===== config.mk =====
export PLATFORM = sky130hd
export DESIGN_NAME = xcore_if_bpu
export DESIGN_NICKNAME = d
export VERILOG_FILES = /design/src/rtl/xcore_if_bpu.sv
export SDC_FILE = /design/constraint.sdc
export NUM_CORES = 1
export LEC_CHECK = 0
export CORE_UTILIZATION = 35
export CTS_BUF_LIST = sky130_fd_sc_hd__clkbuf_4
export CTS_CLUSTER_SIZE = 12
export DETAILED_ROUTE_END_ITERATION = 10
export PLACE_DENSITY = 0.63
export SLEW_MARGIN = 10
export SYNTH_ARGS = -nofsm -noshare
export SYNTH_HDL_FRONTEND = slang
export SYNTH_SLANG_ARGS = --single-unit

===== constraint.sdc =====
create_clock -name i_clk -period 4.87 [get_ports i_clk]
set_input_delay 0.974 -clock i_clk [delete_from_list [all_inputs] [get_ports i_clk]]
set_output_delay 0.974 -clock i_clk [all_outputs]
set_load 0.02 [all_outputs]

===== src/rtl/xcore_if_bpu.sv =====
// Fetch-stage branch predictor: 2-bit BHT counters plus a tagged BTB.
// The prediction is registered, one cycle after the request.
module xcore_if_bpu #(
  parameter int BHT_IDX_W = 6,
  parameter int BTB_IDX_W = 4,
  parameter int BTB_TAG_W = 30 - BTB_IDX_W
) (
  input  logic        i_clk,
  input  logic        i_rst,
  input  logic        i_if_req,
  input  logic [31:0] i_if_pc,
  input  logic        i_if_stall,
  input  logic        i_flush,
  input  logic        i_upd_valid,
  input  logic [31:0] i_upd_pc,
  input  logic        i_upd_taken,
  input  logic [31:0] i_upd_target,
  output logic        o_bp_valid,
  output logic [31:0] o_bp_pc,
  output logic [1:0]  o_bp_deci,
  output logic        o_bp_taken,
  output logic [31:0] o_bp_target
);

  localparam int BHT_N = 1 << BHT_IDX_W;
  localparam int BTB_N = 1 << BTB_IDX_W;

  // Output handshake: o_bp_valid is a plain valid qualifier with no ready.
  // The consumer pauses it with i_if_stall (all outputs hold) and drops it
  // with i_flush; the other outputs are meaningful only while it is high.

  logic [1:0]           bht       [BHT_N];
  logic                 btb_valid [BTB_N];
  logic [BTB_TAG_W-1:0] btb_tag   [BTB_N];
  logic [31:0]          btb_tgt   [BTB_N];

  logic [BHT_IDX_W-1:0] rd_bht_idx;
  logic [BTB_IDX_W-1:0] rd_btb_idx;
  logic [BHT_IDX_W-1:0] wr_bht_idx;
  logic [BTB_IDX_W-1:0] wr_btb_idx;
  logic [1:0]           rd_ctr;
  logic [1:0]           wr_ctr;
  logic                 rd_hit;
  logic                 pred_taken;
  logic [1:0]           pred_deci;
  logic [31:0]          pred_target;
  logic                 unused_pc_lsbs;

  assign unused_pc_lsbs = ^{i_if_pc[1:0], i_upd_pc[1:0]};

  assign rd_bht_idx = i_if_pc[BHT_IDX_W+1:2];
  assign rd_btb_idx = i_if_pc[BTB_IDX_W+1:2];
  assign wr_bht_idx = i_upd_pc[BHT_IDX_W+1:2];
  assign wr_btb_idx = i_upd_pc[BTB_IDX_W+1:2];

  // Reads use pre-edge table contents, so a same-cycle update is not seen.
  always_comb begin
    rd_ctr      = bht[rd_bht_idx];
    rd_hit      = btb_valid[rd_btb_idx] &&
                  (btb_tag[rd_btb_idx] == i_if_pc[31:BTB_IDX_W+2]);
    pred_taken  = rd_ctr[1] && rd_hit;
    pred_deci   = pred_taken ? rd_ctr : 2'b00;
    pred_target = pred_taken ? btb_tgt[rd_btb_idx] : (i_if_pc + 32'd4);
  end

  always_comb begin
    wr_ctr = bht[wr_bht_idx];
    if (i_upd_taken) begin
      if (wr_ctr != 2'b11) wr_ctr = wr_ctr + 2'b01;
    end else begin
      if (wr_ctr != 2'b00) wr_ctr = wr_ctr - 2'b01;
    end
  end

  always_ff @(posedge i_clk) begin
    if (i_rst) begin
      for (int i = 0; i < BHT_N; i++) bht[i] <= 2'b01;
    end else if (i_upd_valid) begin
      bht[wr_bht_idx] <= wr_ctr;
    end
  end

  always_ff @(posedge i_clk) begin
    if (i_rst) begin
      for (int i = 0; i < BTB_N; i++) btb_valid[i] <= 1'b0;
    end else if (i_upd_valid && i_upd_taken) begin
      btb_valid[wr_btb_idx] <= 1'b1;
    end
  end

  // Tag/target storage needs no reset; the valid bit gates their use.
  always_ff @(posedge i_clk) begin
    if (!i_rst && i_upd_valid && i_upd_taken) begin
      btb_tag[wr_btb_idx] <= i_upd_pc[31:BTB_IDX_W+2];
      btb_tgt[wr_btb_idx] <= i_upd_target;
    end
  end

  always_ff @(posedge i_clk) begin
    if (i_rst) begin
      o_bp_valid  <= 1'b0;
      o_bp_pc     <= '0;
      o_bp_deci   <= 2'b00;
      o_bp_taken  <= 1'b0;
      o_bp_target <= '0;
    end else if (i_flush) begin
      o_bp_valid  <= 1'b0;
    end else if (i_if_stall) begin
      o_bp_valid  <= o_bp_valid;
    end else if (i_if_req) begin
      o_bp_valid  <= 1'b1;
      o_bp_pc     <= i_if_pc;
      o_bp_deci   <= pred_deci;
      o_bp_taken  <= pred_taken;
      o_bp_target <= pred_target;
    end else begin
      o_bp_valid  <= 1'b0;
    end
  end

endmodule


==> results of run 1 <==
[metal layers]
metal / vias to the layer above / routed length, um
met3: 201 / 14500
li1: 11586 / -
met5: - / 114
met4: 18 / 2480
met2: 1314 / 59900
met1: 14026 / 52200
[cells in the final DEF (no fill, tap or decap), drive strengths merged, types with 4 or more instances in the layout]
cell type and instances:
inv 40, and2 10, nand2b 32, clkbuf 451
nor3b 7, a22o 8, nor3 63, clkdlybuf4s50 161
a221oi 6, a2111oi 15, xnor2 25, o21ai 18
mux2 13, dfxtp 83, or2 20, nand2 153
edfxtp 1056, diode 5, a31oi 8, nor2 128
o2111ai 4, a21o 24, a21oi 44, nand3 93
nor4 13, nand3b 38, nor2b 11, buf 140
o22ai 31, and3 4, nand4 7, o211ai 7
xor2 11, mux2i 87, mux4 322, clkinv 39
a22oi 12
[cell families (layout without fill, tap and decap cells)]
family / after synthesis / after routing / synth area share, %
flops: 1139 / 1139 / 70.2
simple gates: 594 / 594 / 6.16
mux: 422 / 422 / 17.4
buf+inv: 233 / 833 / 2.41
compound gates: 198 / 198 / 3.03
xor+xnor: 36 / 36 / 0.663
fa+ha+maj: 3 / 3 / 0.0685
other cells: 0 / 5 / 0
[flip-flops by register name, summed over array words and instances (netlist names)]
name	cells
btb_tgt	512
btb_tag	416
bht	128
o_bp_pc	32
o_bp_target	32
btb_valid	16
o_bp_deci	2
o_bp_valid	1
[tightest hold or removal path: stages]
cell and delay (ps):
buf_4 120, buf_12 240, a21oi_1 170
[worst max path at each step]
stage                                 to       startpoint  cells past startpoint
final                     o_bp_target[0]  btb_tag[12][21]                     10
after global routing      o_bp_target[0]  btb_tag[12][21]                     10
after CTS                 o_bp_target[0]  btb_tag[12][21]                     10
after detailed placement  o_bp_target[0]       i_if_pc[3]                     14
after global placement    o_bp_target[3]       i_if_pc[3]                     14
after floorplan           btb_tag[12][0]      i_upd_pc[2]                      6
[cells in the mapped netlist, drive strengths merged, types with 24 or more instances]
cell / number / share of area, %
mux2i: 87 / 1.8
clkbuf: 95 / 0.75
nand3b: 38 / 0.60
mux4: 322 / 15
nor3: 63 / 0.67
xnor2: 25 / 0.46
a21oi: 44 / 0.46
nand2: 153 / 1.2
edfxtp: 1056 / 67
nand3: 93 / 0.98
dfxtp: 83 / 3.5
a21o: 24 / 0.38
o22ai: 31 / 0.41
inv: 33 / 0.26
buf: 104 / 1.4
nand2b: 32 / 0.42
nor2: 128 / 1.0
[through the flow]
| stage | setup slack (ps) | instance area (um^2) |
|---|---|---|
| global placement | 181 | 52000 |
| detailed placement | 188 | 52000 |
| floorplan | -106 | 47600 |
| global route | 1090 | 55600 |
| finish | 1140 | 55600 |
| CTS | 1190 | 55600 |
[power breakdown]
part | internal (mW) | switching, mW
registers | 10.8 | 0.0388
clock network | 4.24 | 3.76
logic | 0.583 | 0.846
[cell type report]
| cell class | instances | area, um^2 |
|---|---|---|
| diodes | 5 | 12.5 |
| clock buffers | 451 | 3390 |
| clock inverters | 47 | 214 |
| fillers | 12082 | 78500 |
| inverters | 34 | 130 |
| multi-input cells | 1253 | 13200 |
| flip-flops and latches | 1139 | 33400 |
| well taps | 1768 | 2210 |
| repair buffers | 301 | 3120 |
==> summary.txt, run 1 <==
Timing
  – Fmax: 268 MHz
  – Final hold vios: 0
  – WHS: 375 ps
  – RSZ-0062 raised after global routing: false
  – Crit path time final: 3730 ps
  – # setup viols final: 0
  – Max-slew violations: 0
  – Setup_tns: 0 ps
  – Slew @ Worst Pin: 1170 ps
  – Slew margin rel.: 22.0%
  – Post-route clock period utilization: 76.5%
  – Setup Skew: 117 ps

Synthesis
  – Synth cell types: 73
  – Post-synth EDFFs: 1056
  – Seq cells post-synth: 1139
  – Synth Flop Type: edfxtp_1
  – Asr flop ratio synth: 0%
  – Ys Warns: 0
  – Netlist Area Pre-Place: 47500 um^2
  – Avg Inst Size Synth: 18.1 um^2
  – Mapped Nets: 2729
  – Post-synthesis sequential area ratio: 70.2%
  – Post-synthesis instance total: 2625

Clocking
  – Post-CTS sizing: 0
  – CTS tree: yes
  – Hold_buf cts: 0
  – Clock root cell: clkbuf_4
  – Sink Count: 1139
  – Htree depth: 5
  – Max Buffers Root-to-Sink: 4
  – Post-CTS setup buffer count: 0
  – Worst-path clk slew: 60 ps
  – Insertion delay to the later sink of the worst-skew pair: 1170 ps
  – CTS buffer count: 306

Placed design
  – Final HPWL DP: 76.0 mm
  – Routability cong.: 0.889
  – I/O Buffers: 168
  – Placed cell count: 4495

Global route
  – Antenna violations before repair: 16
  – Met3 usage: 6.80%
  – M1 GR Usage: 25.2%
  – Largest net degree at the start of global routing: 149
  – Vias in the first global route: 27.7k
  – Tot GR Track Use: 18.9%
  – First-pass GRT wire length: 187 mm
  – Total gr overflow: 0
  – GR peak layer: met2
  – GRT met2 Usage: 28.8%

Setup path
  – Crit-path slowest cell: a2111oi_0
  – R2r startpoint: btb_tag[12][21]
  – FF-to-FF path depth: 10
  – Worst path cell trace: mux4_1 -> mux2i_1 -> o32ai_1 -> a2111oi_0 -> or4b_1 -> nor4_4 -> buf_12 -> buf_12 -> nor3b_1 -> nor4_1
  – End of the worst register-to-register path: o_bp_target[0]
  – Critical Path Fanout Max: 34
  – Critical Path Most Common Cell: buf_12
  – CP top delay family: simple AND/OR/NAND/NOR gates
  – Largest stage delay, worst path: 580 ps
  – Setup CP Type: reg -> reg
  – Worst EP arrival: 4700 ps
  – Buf+Inv Stages, Crit Path: 2
  – Type of origin of the critical path: flip-flop
  – Critical Path End Type: flip-flop
  – Internal reg-to-reg setup slack: 1140 ps
  – WP data required: 5850 ps

Detailed routing
  – Detailed Route WL: 129 mm
  – DRC: 0
  – Avg WL per Cell: 25.9 um
  – DRT antenna net count: 0
  – Starting DRC count in detailed routing: 2809
  – Via density: 5.43
  – DR vias: 27.1k
  – Pre-antenna DRT Iters: 7

Finish
  – Final non-filler cell total: 4998
  – Ratio of cells with drive above 1 in the final layout: 30.8%
  – Util after Layout: 41.5%
  – Nets@finish: 3139
  – Syn-to-layout area delta: 17.0%

Job
  – Max-cap violations: 0

Power
  – Peak supply drop: 0.243 mV
  – Design Power: 20.2 mW
  – Leak pwr: 17.8 nW
  – Cell Pwr Density: 364 nW/um^2

Floorplanning
  – Initial Util: 35.4%
  – Die Y: 370 um
  – Core area: 134000 um^2
  – IO Pins: 171
  – DIE AREA: 137000 um^2
  – FP Rows: 134
  – Die width: 370 um

Min path
  – Hold endpoint: o_bp_pc[13]
  – Worst hold path class: in -> reg
  – Worst Hold Launch: i_rst
  – Hold path depth: 3

Outcome
  – Status: completed
No activity file was read; power rests on OpenSTA's default activity.
==> run 2: changes to the inputs <==
Settings changed: PLACE_DENSITY 0.63 to 0.62.
Clock period 4.87 ns to 3.7 ns, I/O delays scaled along.
==> summary.txt, run 2 (same netlist as run 1, synthesis figures left out) <==
Outcome
  – Status: completed (unchanged)

Placed design
  – Placed cell count: 4657 (was 4495)
  – Final HPWL DP: 84.2 mm (was 76.0 mm)
  – Routability cong.: 0.922 (was 0.889)
  – Setup WS pre-CTS: -429 ps (was 188 ps)
  – Dpl cell area: 53600 um^2 (was 52000 um^2)
  – I/O Buffers: 168 (unchanged)

Finish
  – Syn-to-layout area delta: 20.7% (was 17.0%)
  – Most flop-heavy register: btb_tgt (unchanged)
  – Nets@finish: 3309 (was 3139)
  – Ratio of cells with drive above 1 in the final layout: 34.2% (was 30.8%)
  – # fillers: 12.0k (was 12.1k)
  – Fin area: 57400 um^2 (was 55600 um^2)
  – Commonest cells after routing, fill and taps aside: edfxtp_1, clkbuf_4, mux4_2, buf_4, clkdlybuf4s50_1 (was edfxtp_1, clkbuf_4, mux4_2, clkdlybuf4s50_1, nand2_1)
  – Largest regs: btb_tgt (512), btb_tag (416), bht (128) (unchanged)
  – Final non-filler cell total: 5178 (was 4998)
  – Most common cell after layout, fill and taps aside: edfxtp_1 (unchanged)
  – Max FFs per register: 512 (unchanged)

Timing
  – # setup viols final: 0 (unchanged)
  – Setup WS post-layout: 248 ps (was 1140 ps)
  – WHS: 174 ps (was 375 ps)
  – Final hold vios: 0 (unchanged)
  – Slew @ Worst Pin: 906 ps (was 1170 ps)
  – RSZ-0062 raised after global routing: false (unchanged)
  – Slew margin rel.: 38.1% (was 22.0%)
  – Setup Skew: 118 ps (was 117 ps)
  – Fmax: 290 MHz (was 268 MHz)
  – Crit path time final: 3450 ps (was 3730 ps)
  – Post-route clock period utilization: 93.3% (was 76.5%)
  – Max-slew violations: 0 (unchanged)

Floorplanning
  – Core area: 134000 um^2 (unchanged)
  – Initial Util: 35.4% (unchanged)
  – IO Pins: 171 (unchanged)
  – DIE AREA: 137000 um^2 (unchanged)
  – Die Y: 370 um (unchanged)
  – FP Rows: 134 (unchanged)
  – Die width: 370 um (unchanged)

Setup path
  – Internal reg-to-reg setup slack: 250 ps (was 1140 ps)
  – Crit-path slowest cell: or4b_1 (was a2111oi_0)
  – Type of origin of the critical path: flip-flop (unchanged)
  – Critical Path Start: btb_tag[10][21] (was btb_tag[12][21])
  – Worst path cell trace: mux4_1 -> mux2i_1 -> o32ai_1 -> a2111oi_0 -> or4b_1 -> nor4_4 -> buf_12 -> buf_4 -> nor3_1 -> nor4_1 (was mux4_1 -> mux2i_1 -> o32ai_1 -> a2111oi_0 -> or4b_1 -> nor4_4 -> buf_12 -> buf_12 -> nor3b_1 -> nor4_1)
  – Critical Path Fanout Max: 43 (was 34)
  – WP data required: 4750 ps (was 5850 ps)
  – Critical Path End Type: flip-flop (unchanged)
  – Worst EP arrival: 4510 ps (was 4700 ps)
  – Largest stage delay, worst path: 550 ps (was 580 ps)
  – Setup CP Type: reg -> reg (unchanged)
  – End of the worst register-to-register path: o_bp_target[0] (unchanged)
  – R2r startpoint: btb_tag[10][21] (was btb_tag[12][21])
  – FF-to-FF path depth: 10 (unchanged)

Detailed routing
  – DR vias: 27.9k (was 27.1k)
  – Via density: 5.38 (was 5.43)
  – DRT antenna net count: 0 (unchanged)
  – Detailed Route WL: 132 mm (was 129 mm)
  – DRC: 0 (unchanged)
  – Avg WL per Cell: 25.4 um (was 25.9 um)
  – Pre-antenna DRT Iters: 8 (was 7)
  – Starting DRC count in detailed routing: 2872 (was 2809)

Clocking
  – Insertion delay to the later sink of the worst-skew pair: 1200 ps (was 1170 ps)
  – Htree depth: 5 (unchanged)
  – Post-CTS setup buffer count: 0 (unchanged)
  – Sink Count: 1139 (unchanged)
  – CTS tree: yes (unchanged)
  – CTS buffer count: 313 (was 306)
  – Max Buffers Root-to-Sink: 4 (unchanged)
  – Clock root cell: clkbuf_4 (unchanged)
  – Worst-path clk slew: 70 ps (was 60 ps)

Power
  – Leak pwr: 18.8 nW (was 17.8 nW)
  – Design Power: 27.0 mW (was 20.2 mW)
  – Clock Power Share: 39.7% (was 39.5%)
  – Combinational group share of total power: 7.6% (was 7.1%)
  – Sw frac: 22.9% (about the same)
  – P_int: 20.8 mW (was 15.6 mW)
  – Cell Pwr Density: 471 nW/um^2 (was 364 nW/um^2)
  – Peak supply drop: 0.338 mV (was 0.243 mV)
  – Sequential power share: 52.7% (was 53.4%)
  – NetSw: 6.18 mW (was 4.64 mW)

Min path
  – Worst hold path class: in -> reg (unchanged)
  – Hold endpoint: o_bp_valid (was o_bp_pc[13])
  – Hold path depth: 2 (was 3)
  – Worst Hold Launch: i_flush (was i_rst)

Global route
  – First-pass GRT wire length: 192 mm (was 187 mm)
  – Largest net degree at the start of global routing: 148 (was 149)
  – Total gr overflow: 0 (unchanged)
  – Antenna violations before repair: 17 (was 16)
  – Vias in the first global route: 28.5k (was 27.7k)
  – Tot GR Track Use: 19.3% (was 18.9%)

Job
  – Max-cap violations: 0 (unchanged)
==> run 2: layout make-up <==
class,count,area [um^2],share of cell area [%]
timing repair buffer,464,4790,8.34
clock inverter,57,280,0.488
sequential,1139,33400,58.2
antenna,6,15.0,0.0262
clock buffer,457,3430,5.98
inverter,34,130,0.227
tap,1768,2210,3.86
multi-input combinational,1253,13200,22.9
==> run 2: power groups by stage <==
stage,Clock [mW],Combinational [mW],Sequential [mW]
global placement,0,2.02,14.5
CTS,11.0,2.05,14.2
detailed placement,0,2.04,14.5
finish,10.7,2.04,14.2
global route,11.7,2.16,14.2
floorplan,0,1.05,14.5
==> run 2: metrics by stage <==
| step | utilization (%) | TNS (ps) |
|---|---|---|
| floorplan | - | -33200 |
| global placement | 40.0 | -11370 |
| detailed placement | 40.0 | -11280 |
| CTS | 42.8 | 0 |
| global route | 42.8 | 0 |
| finish | 42.8 | 0 |
==> run 2: how the worst max path moves through the flow <==
| stage | end | slack (ps) | cells past startpoint |
|---|---|---|---|
| 6_report | o_bp_target[0] | 250 | 10 |
| 5_1_grt | o_bp_target[0] | 20 | 11 |
| 4_1_cts | o_bp_target[0] | 280 | 10 |
| 3_5_place_dp | o_bp_target[7] | -430 | 14 |
| 3_3_place_gp | o_bp_target[7] | -420 | 13 |
| 2_1_floorplan | btb_tag[14][0] | -120 | 4 |
==> run 2: routing by layer <==
metal  share of wire (%)  global-route usage (%)  vias up
li1                    -                       -    11948
met1                  42                    26.2    14450
met2                  47                    29.5     1231
met3                 9.7                    6.50      208
met4                 1.9                    5.38       22
met5                0.10                       0        -
==> run 2: what timing repair did <==
action                    CTS  global route
hold endpoints to repair    1             0
hold buffers                1             0
resized for setup           0             0
==> run 2: critical path: cells and delay by family (launching register included) <==
family / cells / cell delay [ps]
flip-flops: 1 / 360
buffers and inverters: 2 / 450
multiplexers: 2 / 920
AO/OA/AOI/OAI: 2 / 490
AND/OR/NAND/NOR: 4 / 1120
